===== src/rtl/channel_gather_16_pkg.sv =====
// Shared lane geometry, state encoding and lane-counter helper for channel_gather_16.
package channel_gather_16_pkg;

   localparam int LANES  = 16;
   localparam int WORD_W = 32;
   localparam int LANE_W = 4;

   localparam logic [LANE_W-1:0] LAST_LANE = LANE_W'(LANES - 1);

   typedef enum logic {
      FILL = 1'b0,
      HOLD = 1'b1
   } gather_state_e;

   typedef logic [LANES-1:0][WORD_W-1:0] lane_vec_t;

   // A frame-start word always restarts the group at lane 0, so the next free lane is 1.
   function automatic logic [LANE_W-1:0] lane_next(input logic [LANE_W-1:0] cnt,
                                                   input logic              sof);
      return sof ? LANE_W'(1) : LANE_W'(cnt + 1'b1);
   endfunction

endpackage


===== src/rtl/channel_gather_16_frame_ctr.sv =====
// gather_frame_ctr: vector-in-frame counter driving the o_sof and frame_done terms.
module gather_frame_ctr #(
   parameter int FRAME_VECS = 16,
   parameter int CW         = (FRAME_VECS > 1) ? $clog2(FRAME_VECS) : 1
) (
   input  logic clk,
   input  logic rst,
   input  logic advance,
   input  logic sync,
   input  logic valid,
   output logic sof,
   output logic frame_done
);

   localparam logic [CW-1:0] LAST_VEC = CW'(FRAME_VECS - 1);

   logic [CW-1:0] vec_cnt;

   // sync wins over advance: a frame restart that lands on a transfer still starts at 0.
   always_ff @(posedge clk or posedge rst) begin
      if (rst) begin
         vec_cnt    <= '0;
         frame_done <= 1'b0;
      end else begin
         frame_done <= advance && (vec_cnt == LAST_VEC);
         if (sync)
            vec_cnt <= '0;
         else if (advance)
            vec_cnt <= (vec_cnt == LAST_VEC) ? '0 : vec_cnt + 1'b1;
      end
   end

   assign sof = valid && (vec_cnt == '0);

endmodule


===== src/rtl/channel_gather_16.sv =====
// channel_gather_16: packs 16 consecutive FP32 stream words into one lane vector.
// `define GATHER_SKID_EN adds a second lane bank so filling continues while a vector is held.
module channel_gather_16
   import channel_gather_16_pkg::*;
#(
   parameter int INPUT_X = 4,
   parameter int INPUT_Y = INPUT_X
) (
   input  logic              clk,
   input  logic              rst,
   input  logic              in_valid,
   input  logic              in_sof,
   input  logic [WORD_W-1:0] in_data,
   output logic              in_ready,
   input  logic              out_ready,
   output logic              output_valid,
   output logic [WORD_W-1:0] data_out_0,
   output logic [WORD_W-1:0] data_out_1,
   output logic [WORD_W-1:0] data_out_2,
   output logic [WORD_W-1:0] data_out_3,
   output logic [WORD_W-1:0] data_out_4,
   output logic [WORD_W-1:0] data_out_5,
   output logic [WORD_W-1:0] data_out_6,
   output logic [WORD_W-1:0] data_out_7,
   output logic [WORD_W-1:0] data_out_8,
   output logic [WORD_W-1:0] data_out_9,
   output logic [WORD_W-1:0] data_out_10,
   output logic [WORD_W-1:0] data_out_11,
   output logic [WORD_W-1:0] data_out_12,
   output logic [WORD_W-1:0] data_out_13,
   output logic [WORD_W-1:0] data_out_14,
   output logic [WORD_W-1:0] data_out_15,
   output logic              o_sof,
   output logic              frame_done,
   output logic              sof_err
);

   localparam int FRAME_VECS = INPUT_X * INPUT_Y;
   localparam int CW         = (FRAME_VECS > 1) ? $clog2(FRAME_VECS) : 1;

   logic [LANE_W-1:0] lane_cnt;
   logic [LANE_W-1:0] wr_lane;
   logic              word_acc;
   logic              sof_acc;
   logic              out_xfer;
   logic              vec_done;
   logic              sync;
   logic              sync_pend;
   lane_vec_t         vec_out;

   assign word_acc = in_valid && in_ready;
   assign sof_acc  = word_acc && in_sof;
   assign out_xfer = output_valid && out_ready;
   assign wr_lane  = in_sof ? '0 : lane_cnt;
   assign vec_done = !in_sof && (lane_cnt == LAST_LANE);

   // Restart the frame count now unless a vector from the old frame is still presented.
   assign sync = (sof_acc && (!output_valid || out_xfer)) || (out_xfer && sync_pend);

   always_ff @(posedge clk or posedge rst) begin
      if (rst) begin
         lane_cnt <= '0;
         sof_err  <= 1'b0;
      end else if (word_acc) begin
         lane_cnt <= lane_next(lane_cnt, in_sof);
         if (in_sof && (lane_cnt != '0))
            sof_err <= 1'b1;
      end
   end

`ifdef GATHER_SKID_EN
   logic [1:0][LANES-1:0][WORD_W-1:0] bank;
   logic [1:0]                        full;
   logic                              fill_sel;
   logic                              out_sel;

   // Banks are consumed in fill order, so the fill bank is only full when both are.
   always_ff @(posedge clk or posedge rst) begin
      if (rst) begin
         bank      <= '0;
         full      <= '0;
         fill_sel  <= 1'b0;
         out_sel   <= 1'b0;
         sync_pend <= 1'b0;
      end else begin
         if (word_acc) begin
            bank[fill_sel][wr_lane] <= in_data;
            if (vec_done) begin
               full[fill_sel] <= 1'b1;
               fill_sel       <= ~fill_sel;
            end
         end
         if (out_xfer) begin
            full[out_sel] <= 1'b0;
            out_sel       <= ~out_sel;
         end
         if (out_xfer)
            sync_pend <= 1'b0;
         else if (sof_acc && output_valid)
            sync_pend <= 1'b1;
      end
   end

   assign in_ready     = !full[fill_sel];
   assign output_valid = full[out_sel];
   assign vec_out      = bank[out_sel];
`else
   gather_state_e state;
   lane_vec_t     lanes;

   always_ff @(posedge clk or posedge rst) begin
      if (rst) begin
         state <= FILL;
         lanes <= '0;
      end else begin
         case (state)
            FILL: if (word_acc) begin
               lanes[wr_lane] <= in_data;
               if (vec_done)
                  state <= HOLD;
            end
            HOLD: if (out_ready)
               state <= FILL;
            default: state <= FILL;
         endcase
      end
   end

   assign in_ready     = (state == FILL);
   assign output_valid = (state == HOLD);
   assign vec_out      = lanes;
   assign sync_pend    = 1'b0;
`endif

   gather_frame_ctr #(
      .FRAME_VECS(FRAME_VECS),
      .CW        (CW)
   ) u_frame_ctr (
      .clk       (clk),
      .rst       (rst),
      .advance   (out_xfer),
      .sync      (sync),
      .valid     (output_valid),
      .sof       (o_sof),
      .frame_done(frame_done)
   );

   assign data_out_0  = vec_out[0];
   assign data_out_1  = vec_out[1];
   assign data_out_2  = vec_out[2];
   assign data_out_3  = vec_out[3];
   assign data_out_4  = vec_out[4];
   assign data_out_5  = vec_out[5];
   assign data_out_6  = vec_out[6];
   assign data_out_7  = vec_out[7];
   assign data_out_8  = vec_out[8];
   assign data_out_9  = vec_out[9];
   assign data_out_10 = vec_out[10];
   assign data_out_11 = vec_out[11];
   assign data_out_12 = vec_out[12];
   assign data_out_13 = vec_out[13];
   assign data_out_14 = vec_out[14];
   assign data_out_15 = vec_out[15];

endmodule

===== config.mk =====
export PLATFORM = sky130hd
export DESIGN_NAME = channel_gather_16
export DESIGN_NICKNAME = d
export VERILOG_FILES = /design/src/rtl/channel_gather_16_pkg.sv /design/src/rtl/channel_gather_16_frame_ctr.sv /design/src/rtl/channel_gather_16.sv
export SDC_FILE = /design/constraint.sdc
export NUM_CORES = 1
export LEC_CHECK = 0
export CAP_MARGIN = 40
export CORE_MARGIN = 1.5
export CORE_UTILIZATION = 40
export DETAILED_ROUTE_END_ITERATION = 7
export GPL_ROUTABILITY_DRIVEN = 0
export PLACE_DENSITY = 0.69
export SLEW_MARGIN = 15
export SYNTH_ARGS = -nofsm -noshare
export SYNTH_HDL_FRONTEND = slang
export SYNTH_SLANG_ARGS = --single-unit

===== constraint.sdc =====
create_clock -name clk -period 54.9 [get_ports clk]
set_clock_uncertainty 0.05 [all_clocks]
set_input_delay 10.98 -clock clk [delete_from_list [all_inputs] [get_ports clk]]
set_output_delay 10.98 -clock clk [all_outputs]
set_load 0.01 [all_outputs]

## After elaboration in Yosys (flattened, before gate mapping)

Index checks and enable logic that the tools add are counted.

| storage, ports and cells | value |
|---|---|
| flip-flop bits (word level) | 523 |
| latch bits | 0 |
| bits in writable memories | 0 |
| memory bits (read-only) | 0 |
| input bits | 37 |
| output and inout port bits | 517 |
| word-level logic and storage cells | 57 |
| memories kept | 0 |

| operators by class | value |
|---|---|
| add/subtract/negate cells | 2 |
| multipliers | 0 |
| div/mod/pow operators | 0 |
| order comparisons | 2 |
| equality and inequality tests | 2 |
| shift operators | 0 |
| muxes and demuxes | 12 |
| bitwise gates (word level) | 1 |
| reduce and logical (&&, ||, !) cells | 17 |

Operator list:

| operator | number |
|---|---|
| bitwise mux 512 bit | 1 |
| demux 32 bit (select 4 bit) | 1 |
| 2-to-1 mux 32 bit | 1 |
| 2-to-1 mux 4 bit | 5 |
| logical AND 1 bit | 9 |
| adder 4 x 1 -> 4 bit, second input constant | 2 |
| == test 4 bit, second input constant | 2 |
| < comparator 4 x 5 -> 1 bit, second input constant | 1 |
| >= comparator 4 x 1 -> 1 bit, second input constant | 1 |
| zero test 4 bit | 1 |
| AND reduction 2 bit | 2 |
| nonzero test 4 bit | 1 |
| 2-to-1 mux 1 bit | 3 |
| zero test 1 bit | 2 |
| one-hot mux 1 bit (2 select lines) | 1 |
| nonzero test 2 bit | 1 |
| logical OR 1 bit | 1 |
| NOT 1 bit | 1 |

## Depth between registers and ports, before layout

Gate-level depths: netlist of run 1.

| depth | value |
|---|---|
| depth after elaboration | 6 |
| depth in mapped cells | 6 |
| depth with buffers taken out | 4 |

## Modules after synthesis

From an unflattened synthesis of run 1, not the netlist that was laid out.

| second synthesis, totals | value |
|---|---|
| cells, all modules | 1198 |
| area total of the unflattened synthesis | 19862.8 sq um |

Modules (own cells, without submodules):

| module | instances | cells an instance | area each (sq um) | sequential area each (sq um) |
|---|---|---|---|---|
| channel_gather_16 | 1 | 1173 | 19615.1 | 12962.4 |
| gather_frame_ctr | 1 | 25 | 247.7 | 125.1 |

## Worst setup path after synthesis of run 1

No wires, ideal clock.

| path | value |
|---|---|
| kind | input -> register |
| start point | input in_sof |
| end point | register lanes, in the netlist data_out_11[19] |
| library setup time | 0.125 ns |
| data arrival time | 12.226 ns |
| required time | 54.725 ns |
| path slack | 42.499 ns |
| stages | 5 |
| path buffers | 2 |
| cell sequence | nor3b_1 -> and4_1 -> clkbuf_1 -> buf_2 -> mux2_2 |

| on the way | value |
|---|---|
| longest elaborated chain between the ends | 6 |
| elaborated cells between the ends (all ways) | 7 |
| those cells by class | order compare (2); mux (4); reduce/logical (1) |

Ends and longest elaborated chain:

| item | RTL line | source |
|---|---|---|
| start: declaration | channel_gather_16.sv:12 | `input logic in_sof,` |
| 2-to-1 mux 4 bit (*) | channel_gather_16.sv:54 | `assign wr_lane = in_sof ? '0 : lane_cnt;` |
| < comparator 4 x 5 -> 1 bit (implied by the code) or >= comparator 4 x 1 -> 1 bit (tied branches) | channel_gather_16.sv:118 | `lanes[wr_lane] <= in_data;` |
| logical AND 1 bit (implied by the code) | channel_gather_16.sv:118 |  |
| 2-to-1 mux 32 bit (implied by the code) | channel_gather_16.sv:118 |  |
| demux 32 bit (select 4 bit) (*) | channel_gather_16.sv:118 |  |
| bitwise mux 512 bit (*) | channel_gather_16.sv:118 |  |
| end signal: indexed assignment | channel_gather_16.sv:118 |  |
| end: declaration | channel_gather_16.sv:109 | `lane_vec_t lanes;` |

Mark *: on every way between the ends. The rest lies on a longest branch, timed or not.
A chain may end at the register's enable or synchronous reset.

## Final worst setup path of run 1

| path | value |
|---|---|
| start point | input in_valid |
| end point | register lanes, in the netlist data_out_3[24] |

| on the way | value |
|---|---|
| longest elaborated chain between the ends | 2 |

Ends and longest elaborated chain:

| item | RTL line | source |
|---|---|---|
| start: declaration | channel_gather_16.sv:11 | `input logic in_valid,` |
| logical AND 1 bit | channel_gather_16.sv:51 | `assign word_acc = in_valid && in_ready;` |
| AND reduction 2 bit (no line) | -- |  |

No other way between the ends.

==> metrics.txt, run 1 <==
CP Max Fanout 20; post-synthesis net count 1,241; CTS tree yes; # fillers roughly 3,800; Slew Viols, Final 0; wire per inst roughly 25 µm; worst r2r src output_valid; mapped cell area just under 0.02 mm²; hold path endpoint sof_err; crit path capture type flip-flop; Worst EP required 55.31 ns; clock buffer count from CTS 55; Ports between 500 and 600; clk buf depth 3; status completed; 1st-iter DRT viols about 490; post-CTS resize count 0; Max-Cap Viols 0; RSZ-0062 raised after global routing no; Post-Place Cells 2,361; ys flop type dfrtp_1; DP Wirelength roughly 42,000 µm; vias ~12,000; post-synth cell types 37; Starting Density approximately 41%; vias per cell 5.03; first-pass GRT wire length between 80,000 and 90,000 µm; share of cells above drive strength 1 between 30% and 40%; drt pass-1 iters 4; kind of critical path input port to flip-flop; largest net degree at the start of global routing roughly 180; Post-CTS Hold Buffers 0; hold path depth 1; R2R Setup Slk 51.83 ns; GRT Total Usage around a quarter; fmax between 70 and 80 MHz; Synth Warn # 0; setup TNS 0 ns; Hold Slack 0.418 ns; number of global-route vias before repair between 10,000 and 15,000; # Post-CTS Setup Buffers 0; pwr dens around 54 mW/mm²; routed wire length 60,300 µm; clk_lat worst skew just under 0.6 ns; worst reg2reg path depth 4; Max IR drop VDD about 0.033 mV; nets between 1,500 and 2,000; Worst slew margin 35.4%; number of enable flip-flop cells after synthesis 0; H-tree depth 2; Hold Path Class flip-flop to flip-flop; end of the worst register-to-register path data_out_3[24]; root buf cell clkbuf_16; Leak around 13 nW; Finished Layout Cells about 2,500; Worst-Margin Slew around 0.97 ns; # rows 81; Clock transition at path regs 0.06 ns; Hold Vio Cnt, Final 0; Pwr Total about 0.0015 W; Tmin final between 10 and 15 ns; synthesis-to-finish area growth 42.0%; Setup Viol. Count Final 0; fin crit share 24.6%; clock sink count roughly 520; CP Launch Type input port; flops & latches, synth between 500 and 600; Syn Inst Count 1,200; syn avg cell area about 17 µm²; register area share after synthesis between 60% and 70%; DRC errors left 0; CP arrival 13.94 ns; port bufs 553; Post-DRT Antenna Nets 0; Core Area approximately 0.049 mm²; hold_sp sof_err; Chip Height ~230 µm; die area 0.0510 mm²; Horiz. Die Dim around 230 µm; grt ovf 0; initial antenna violation count 1; ys async rst share 100%
[synth_stat cells, types with 2 or more instances]
cell type | count | area (µm²)
a21oi_1 | 2 | 10.0
and4bb_2 | 2 | 25.0
buf_2 | 46 | 230
buf_4 | 3 | 22.5
buf_6 | 5 | 56.3
clkbuf_1 | 36 | 135
dfrtp_1 | 523 | 13100
ha_1 | 4 | 50.1
inv_1 | 7 | 26.3
mux2_1 | 3 | 33.8
mux2_2 | 480 | 5410
mux2_4 | 29 | 435
nand2_1 | 13 | 48.8
nand3_1 | 8 | 40.0
nand3b_1 | 4 | 30.0
nand4_1 | 4 | 25.0
nor2_1 | 7 | 26.3
nor2b_1 | 2 | 12.5
nor3_1 | 2 | 10.0
nor3b_1 | 2 | 15.0
xor2_1 | 2 | 17.5
[layout make-up]
class                           count  area [µm²]  share of cell area, %
Tap cell                          664         831                   2.94
Clock inverter                     11         119                  0.421
Antenna cell                        1        2.50                0.00887
Inverter                            7        33.8                  0.120
Multi-Input combinational cell    580        6360                   22.5
Sequential cell                   523       13100                   46.4
Timing Repair Buffer              591        6090                   21.6
Clock buffer                       85        1690                   5.99
[routing by layer]
metal  track usage, %  wire [µm]  part of all wire (%)  vias to the layer above
met1             28.7      24000                    40                     6421
li1                 -          -                     -                     5344
met5            0.587         12                 0.020                        -
met3             7.68       5260                   8.7                      122
met4             9.96       2440                   4.0                        2
met2             37.5      28600                    47                      487
[where the power goes]
part	leakage (nW)	internal, W	switching, W
registers	6.84	0.000522	0.0000767
clock network	0.894	0.000220	0.000149
logic	5.28	0.000337	0.000215
[through the flow]
step,area (µm²),setup WS (ns),util [%]
finish,28200,41.38,57.7
global route,28200,41.24,57.7
CTS,28100,41.41,57.5
detailed placement,26300,40.76,53.8
global placement,26000,40.73,53.0
floorplan,19900,29.26,-
[worst max-delay path: stages]
cell and delay [ns]:
clkdlybuf4s50_1 0.57, nor2b_1 0.75, nand4_1 0.79, buf_4 0.50, mux2_1 0.34
[state kept, by name, indices dropped and copies added (netlist names)]
signal,flops
data_out_9,32
data_out_13,32
data_out_0,32
data_out_5,32
lane_cnt,4
data_out_4,32
u_frame_ctr.vec_cnt,4
u_frame_ctr.frame_done,1
data_out_14,32
data_out_10,32
data_out_11,32
output_valid,1
sof_err,1
data_out_12,32
data_out_1,32
data_out_2,32
data_out_6,32
data_out_7,32
data_out_3,32
data_out_8,32
data_out_15,32
[worst max-delay path by stage]
stage	endpoint	cells after the start	slack [ns]	start
final	data_out_3[24]	5	41.38	in_valid
after global routing	data_out_3[24]	5	41.24	in_valid
after CTS	data_out_3[24]	5	41.41	in_valid
after detailed placement	data_out_3[24]	5	40.76	in_valid
after global placement	data_out_4[27]	5	40.73	in_valid
after floorplan	data_out_0[0]	1	29.26	rst
[kinds of logic (layout without fill, tap and decap cells)]
| family | after synthesis | after routing | synth area share (%) |
|---|---|---|---|
| AO/OA/AOI/OAI | 8 | 8 | 0.258 |
| XOR/XNOR | 2 | 2 | 0.0881 |
| adder cells (fa/ha/maj) | 4 | 4 | 0.252 |
| buffers and inverters | 97 | 694 | 2.37 |
| flip-flops | 523 | 523 | 65.8 |
| multiplexers | 512 | 512 | 29.6 |
| other | 0 | 1 | 0 |
| AND/OR/NAND/NOR | 54 | 54 | 1.63 |
[cells in the final DEF (no fill, tap or decap), types with 9 or more instances in the layout]
master,count
clkbuf_8,16
buf_12,9
dfrtp_1,523
mux2_4,29
buf_4,11
clkbuf_1,12
buf_8,12
mux2_2,480
clkdlybuf4s50_1,553
clkbuf_16,57
Power figures use the tool's default switching activity.
==> inputs of run 2 (changes only) <==
Settings changed: PLACE_DENSITY 0.69 to 0.71.
Clock period 54.9 ns to 10.9 ns, I/O delays scaled along.
==> run 2 against run 1 <==
  * First-iteration DRC count is 14% higher
  * Final area decreased by 0.48%
  * Worst setup slack worse by 35 ns
  * Largest power group unchanged
==> metrics.txt, run 2 (same netlist as run 1, synthesis figures left out) <==
ANT cells 0; Crit path largest cell delay 0.64 ns; fmax approximately 220 MHz; clock buffer count from CTS 55; wire per inst roughly 24 µm; sw frac between 20 and 30%; drt pass-1 iters 4; slowest CP cell clkdlybuf4s50_1; kind of critical path flip-flop to output pin; Clock transition at path regs roughly 0.060 ns; initial antenna violation count 1; part of the power in registers 39.4%; port bufs 553; setup TNS 0 ns; fin crit share approximately two fifths; Post-CTS Hold Buffers 0; sequence of cells on the critical path inv_1, nor4b_1, clkdlybuf4s50_1; grt ovf 0; nets roughly 1,800; commonest non-fill, non-tap cells in the layout clkdlybuf4s50_1, dfrtp_1, mux2_2, clkbuf_16, mux2_4; clock sink count ~520; crit path capture type output pin; clock share of power around 24%; Setup Viol. Count Final 0; CTS tree yes; Hold Vio Cnt, Final 0; CP Max Fanout 11; pwr dens around 270 mW/mm²; P_sw 0.00220 W; worst reg2reg path depth 4; post-CTS resize count 0; R2R Setup Slk 8.20 ns; end of the worst register-to-register path data_out_12[18]; routed wire length 59,200 µm; Starting Density 40.6%; share of cells above drive strength 1 a little over a third; DRC errors left 0; Internal 0.00542 W; synthesis-to-finish area growth 41.3%; vias per cell 5.03; H-tree depth 2; hold path endpoint sof_err; first-pass GRT wire length just under 90,000 µm; die area 0.0510 mm²; pre-CTS setup slack between 5 and 6 ns; CP Launch Point output_valid; Slew Viols, Final 0; CP arrival 2.23 ns; Post-DRT Antenna Nets 0; # rows just over 80; Worst-Margin Slew approximately 0.96 ns; clk_lat worst skew 0.58 ns; status completed; vias approximately 12,000; Ports 554; Pwr Total around 0.0076 W; GRT Total Usage between 20% and 30%; Chip Height around 230 µm; Max-Cap Viols 0; Worst slew margin between 30% and 40%; Gate power share 36.4%; Leak between 10 and 15 nW; RSZ-0062 raised after global routing no; hold_sp sof_err; commonest non-fill, non-tap cell in the layout clkdlybuf4s50_1; post-route setup slack 6.44 ns; # Post-CTS Setup Buffers 0; Horiz. Die Dim roughly 230 µm; hold path depth 1; Tmin final around 4.5 ns; root buf cell clkbuf_16; largest net degree at the start of global routing 172; Worst EP required around 8.7 ns; Max IR drop VDD approximately 0.24 mV; number of global-route vias before repair approximately 13,000; worst r2r src output_valid; Hold Path Class flip-flop to flip-flop; DP Wirelength around 42,000 µm; clk buf depth 3; Core Area a little under 0.05 mm²; 1st-iter DRT viols 552; CP Launch Type flip-flop
[run 2: worst max-delay path: cells and delay by family (launching register included)]
family                 cells  cell delay [ns]
DFF                        1             0.54
buffers and inverters      2             0.80
and+or+nand+nor            1             0.31
[run 2: power groups by stage]
stage / clock (W) / sequential (W) / combinational [W]
after global placement: 0 / 0.00299 / 0.00276
after floorplan: 0 / 0.00331 / 0.000726
final: 0.00184 / 0.00300 / 0.00278
after detailed placement: 0 / 0.00302 / 0.00280
after global routing: 0.00197 / 0.00308 / 0.00292
after CTS: 0.00189 / 0.00300 / 0.00281
[run 2: worst max path at each step]
stage	cells after the start	end	slack, ns
after detailed placement	5	data_out_12[18]	5.92
after floorplan	1	data_out_0[0]	1.56
after global routing	3	o_sof	6.34
final	3	o_sof	6.44
after global placement	5	data_out_3[24]	5.60
after CTS	3	o_sof	6.42
[run 2: layout make-up]
type | count | area (µm²)
sequential | 523 | 13100
clock buffer | 87 | 1680
multi-input combinational | 580 | 6360
timing repair buffer | 585 | 5980
fill | 3858 | 20900
clock inverter | 13 | 120
inverter | 7 | 30.0
tap | 664 | 831
[run 2: per-layer routing]
metal,track usage (%),up-vias,wire (µm),part of all wire (%)
li1,-,5331,-,-
met1,28.7,6479,23900,40
met2,38.0,442,29000,49
met3,6.44,104,4510,7.6
met4,8.29,2,1820,3.1
met5,0,-,15,0.025
[run 2: through the flow]
stage / cell area, µm² / instances / utilization (%) / hold slack [ns]
final: 28100 / 2459 / 57.4 / 0.409
after global routing: 28100 / 2459 / 57.4 / 0.428
after CTS: 28100 / 2457 / 57.3 / 0.413
after detailed placement: 26300 / 2357 / 53.6 / 0.398
after global placement: 26000 / 2341 / 53.1 / 0.400
after floorplan: 19900 / 1200 / - / 0.443
==> inputs of run 3 (changes only) <==
Settings changed: PLACE_DENSITY 0.71 to 0.69.
Clock period 10.9 ns to 4.34 ns, I/O delays scaled along.
==> run 3 against run 2 <==
  * Sequential power rose to 2.5 times the previous value
  * Final area up 0.56%
  * Clock power increased to 2.7 times the previous value
  * Cell count up 0.53%
  * Global-route usage is 0.29 points higher
  * Non-clock buffer count grew 15
==> metrics.txt, run 3 (same netlist as run 1, synthesis figures left out) <==
die area approximately 0.051 mm²; met1 WL about 24,000 µm; status completed; worst r2r src lane_cnt[2]; vias between 10,000 and 15,000; Hold Vio Cnt, Final 0; Worst path top cell family by delay buffers and inverters; vias per cell between 5 and 6; share of cells above drive strength 1 around 36%; hold path depth 1; wire per inst roughly 24 µm; part of the power in registers 38.9%; Horiz. Die Dim 226 µm; H-tree depth 2; Worst slew margin between 40% and 50%; DRC errors left 0; commonest non-fill, non-tap cell in the layout clkdlybuf4s50_1; worst reg2reg path depth 4; routed wire length 59,900 µm; Post-CTS Hold Buffers 0; CP arrival between 2 and 2.5 ns; sequence of cells on the critical path inv_1, nor4b_1, clkdlybuf4s50_1; clock sink count ~520; synthesis-to-finish area growth 42.1%; hold path endpoint sof_err; commonest non-fill, non-tap cells in the layout clkdlybuf4s50_1, dfrtp_1, mux2_2, clkbuf_16, buf_4; root buf cell clkbuf_16; Tmin final between 3 and 4 ns; R2R Setup Slk roughly 1.7 ns; CP Buf/Inv Count 2; first-pass GRT wire length a little under 90,000 µm; Max IR drop VDD between 0.4 and 0.5 mV; DP Wirelength ~42,000 µm; slowest CP cell clkdlybuf4s50_1; grt ovf 0; CTS tree yes; detailed-routed wire length on met3 5040 µm; number of global-route vias before repair between 10,000 and 15,000; CP Max Fanout 11; Worst-Margin Slew 0.853 ns; largest net degree at the start of global routing 86; post-CTS resize count 0; nets between 1,500 and 2,000; Slew Viols, Final 0; GRT Total Usage about a quarter; crit path capture type output pin; Clock transition at path regs 0.06 ns; Internal 0.0139 W; # Post-CTS Setup Buffers 0; Setup Viol. Count Final 0; Ports 554; clk_lat worst skew approximately 0.59 ns; Hold Path Class flip-flop to flip-flop; clk buf depth 3; fin crit share around 72%; clock share of power approximately 25%; kind of critical path flip-flop to output pin; RSZ-0062 raised after global routing no; Leak around 13 nW; Max-Cap Viols 0; met2 routed WL approximately 30,000 µm; hold_sp sof_err; Gate power share approximately 36%; initial antenna violation count 1; drt pass-1 iters 4; P_sw about 0.0056 W; Starting Density between 40% and 50%; Post-DRT Antenna Nets 0; sw frac around 29%; fmax ~320 MHz; Pwr Total 0.0194 W; pwr dens 688 mW/mm²; Top Layer Used met5; # rows a little over 80; Crit path largest cell delay roughly 0.65 ns; port bufs ~550; setup TNS 0 ns; ANT cells 0; CP Launch Type flip-flop; 1st-iter DRT viols 460; clock buffer count from CTS 54; end of the worst register-to-register path data_out_11[26]; Worst EP required 3.42 ns; Chip Height between 200 and 250 µm; Core Area ~0.05 mm²
-- run 3: cell count changes in the layout (fill, tap and decap cells not counted) --
| cell | previous run | this run |
|---|---|---|
| clkbuf_1 | 16 | 15 |
| buf_4 | 12 | 31 |
| buf_12 | 10 | 9 |
| clkinvlp_4 | 3 | 1 |
| bufinv_16 | 2 | 7 |
| buf_6 | 3 | 1 |
| clkbuf_8 | 14 | 11 |
| clkinv_2 | 9 | 8 |
| buf_16 | 1 | 0 |
-- run 3: power by group through the flow --
| stage | sequential (W) | clock, W | combinational, W |
|---|---|---|---|
| floorplan | 0.00832 | 0 | 0.00182 |
| global placement | 0.00753 | 0 | 0.00697 |
| detailed placement | 0.00761 | 0 | 0.00706 |
| CTS | 0.00755 | 0.00499 | 0.00709 |
| global route | 0.00775 | 0.00520 | 0.00735 |
| finish | 0.00755 | 0.00489 | 0.00699 |
-- run 3: per-stage QoR --
| step | instances | instance area, µm² | utilization, % | hold WS (ns) | worst slack, ns |
|---|---|---|---|---|---|
| 2_1_floorplan | 1200 | 19900 | - | 0.443 | -3.68 |
| 3_3_place_gp | 2363 | 26200 | 53.5 | 0.395 | 0.836 |
| 3_5_place_dp | 2371 | 26300 | 53.8 | 0.397 | 0.718 |
| 4_1_cts | 2469 | 28200 | 57.6 | 0.421 | 1.15 |
| 5_1_grt | 2472 | 28200 | 57.7 | 0.435 | 1.01 |
| 6_report | 2472 | 28200 | 57.7 | 0.413 | 1.20 |
-- run 3: metal layers --
layer  vias to the layer above  global-route usage (%)
met3                        90                    7.70
met1                      6556                    28.3
met5                         -                       0
met2                       419                    39.2
li1                       5348                       -
met4                         2                    6.93
-- run 3: worst register-to-register path, stage by stage (launching register included) --
cell and delay [ns]:
dfrtp_1 0.52, nor3b_1 0.61, and4_2 0.54, buf_4 0.39, mux2_2 0.41
-- run 3: final cells by class --
class	instances	area [µm²]
Fill cell	3958	20700
Sequential cell	523	13100
Multi-Input combinational cell	580	6360
Timing Repair Buffer	600	6050
Clock buffer	83	1630
Tap cell	664	831
Clock inverter	15	250
Inverter	7	30.0
-- run 3: how the worst max path moves through the flow --
stage | startpoint | to | cells after the start
CTS | output_valid | o_sof | 3
global placement | in_sof | data_out_11[13] | 5
floorplan | rst | data_out_0[0] | 1
global route | output_valid | o_sof | 3
detailed placement | in_sof | data_out_11[10] | 5
finish | output_valid | o_sof | 3
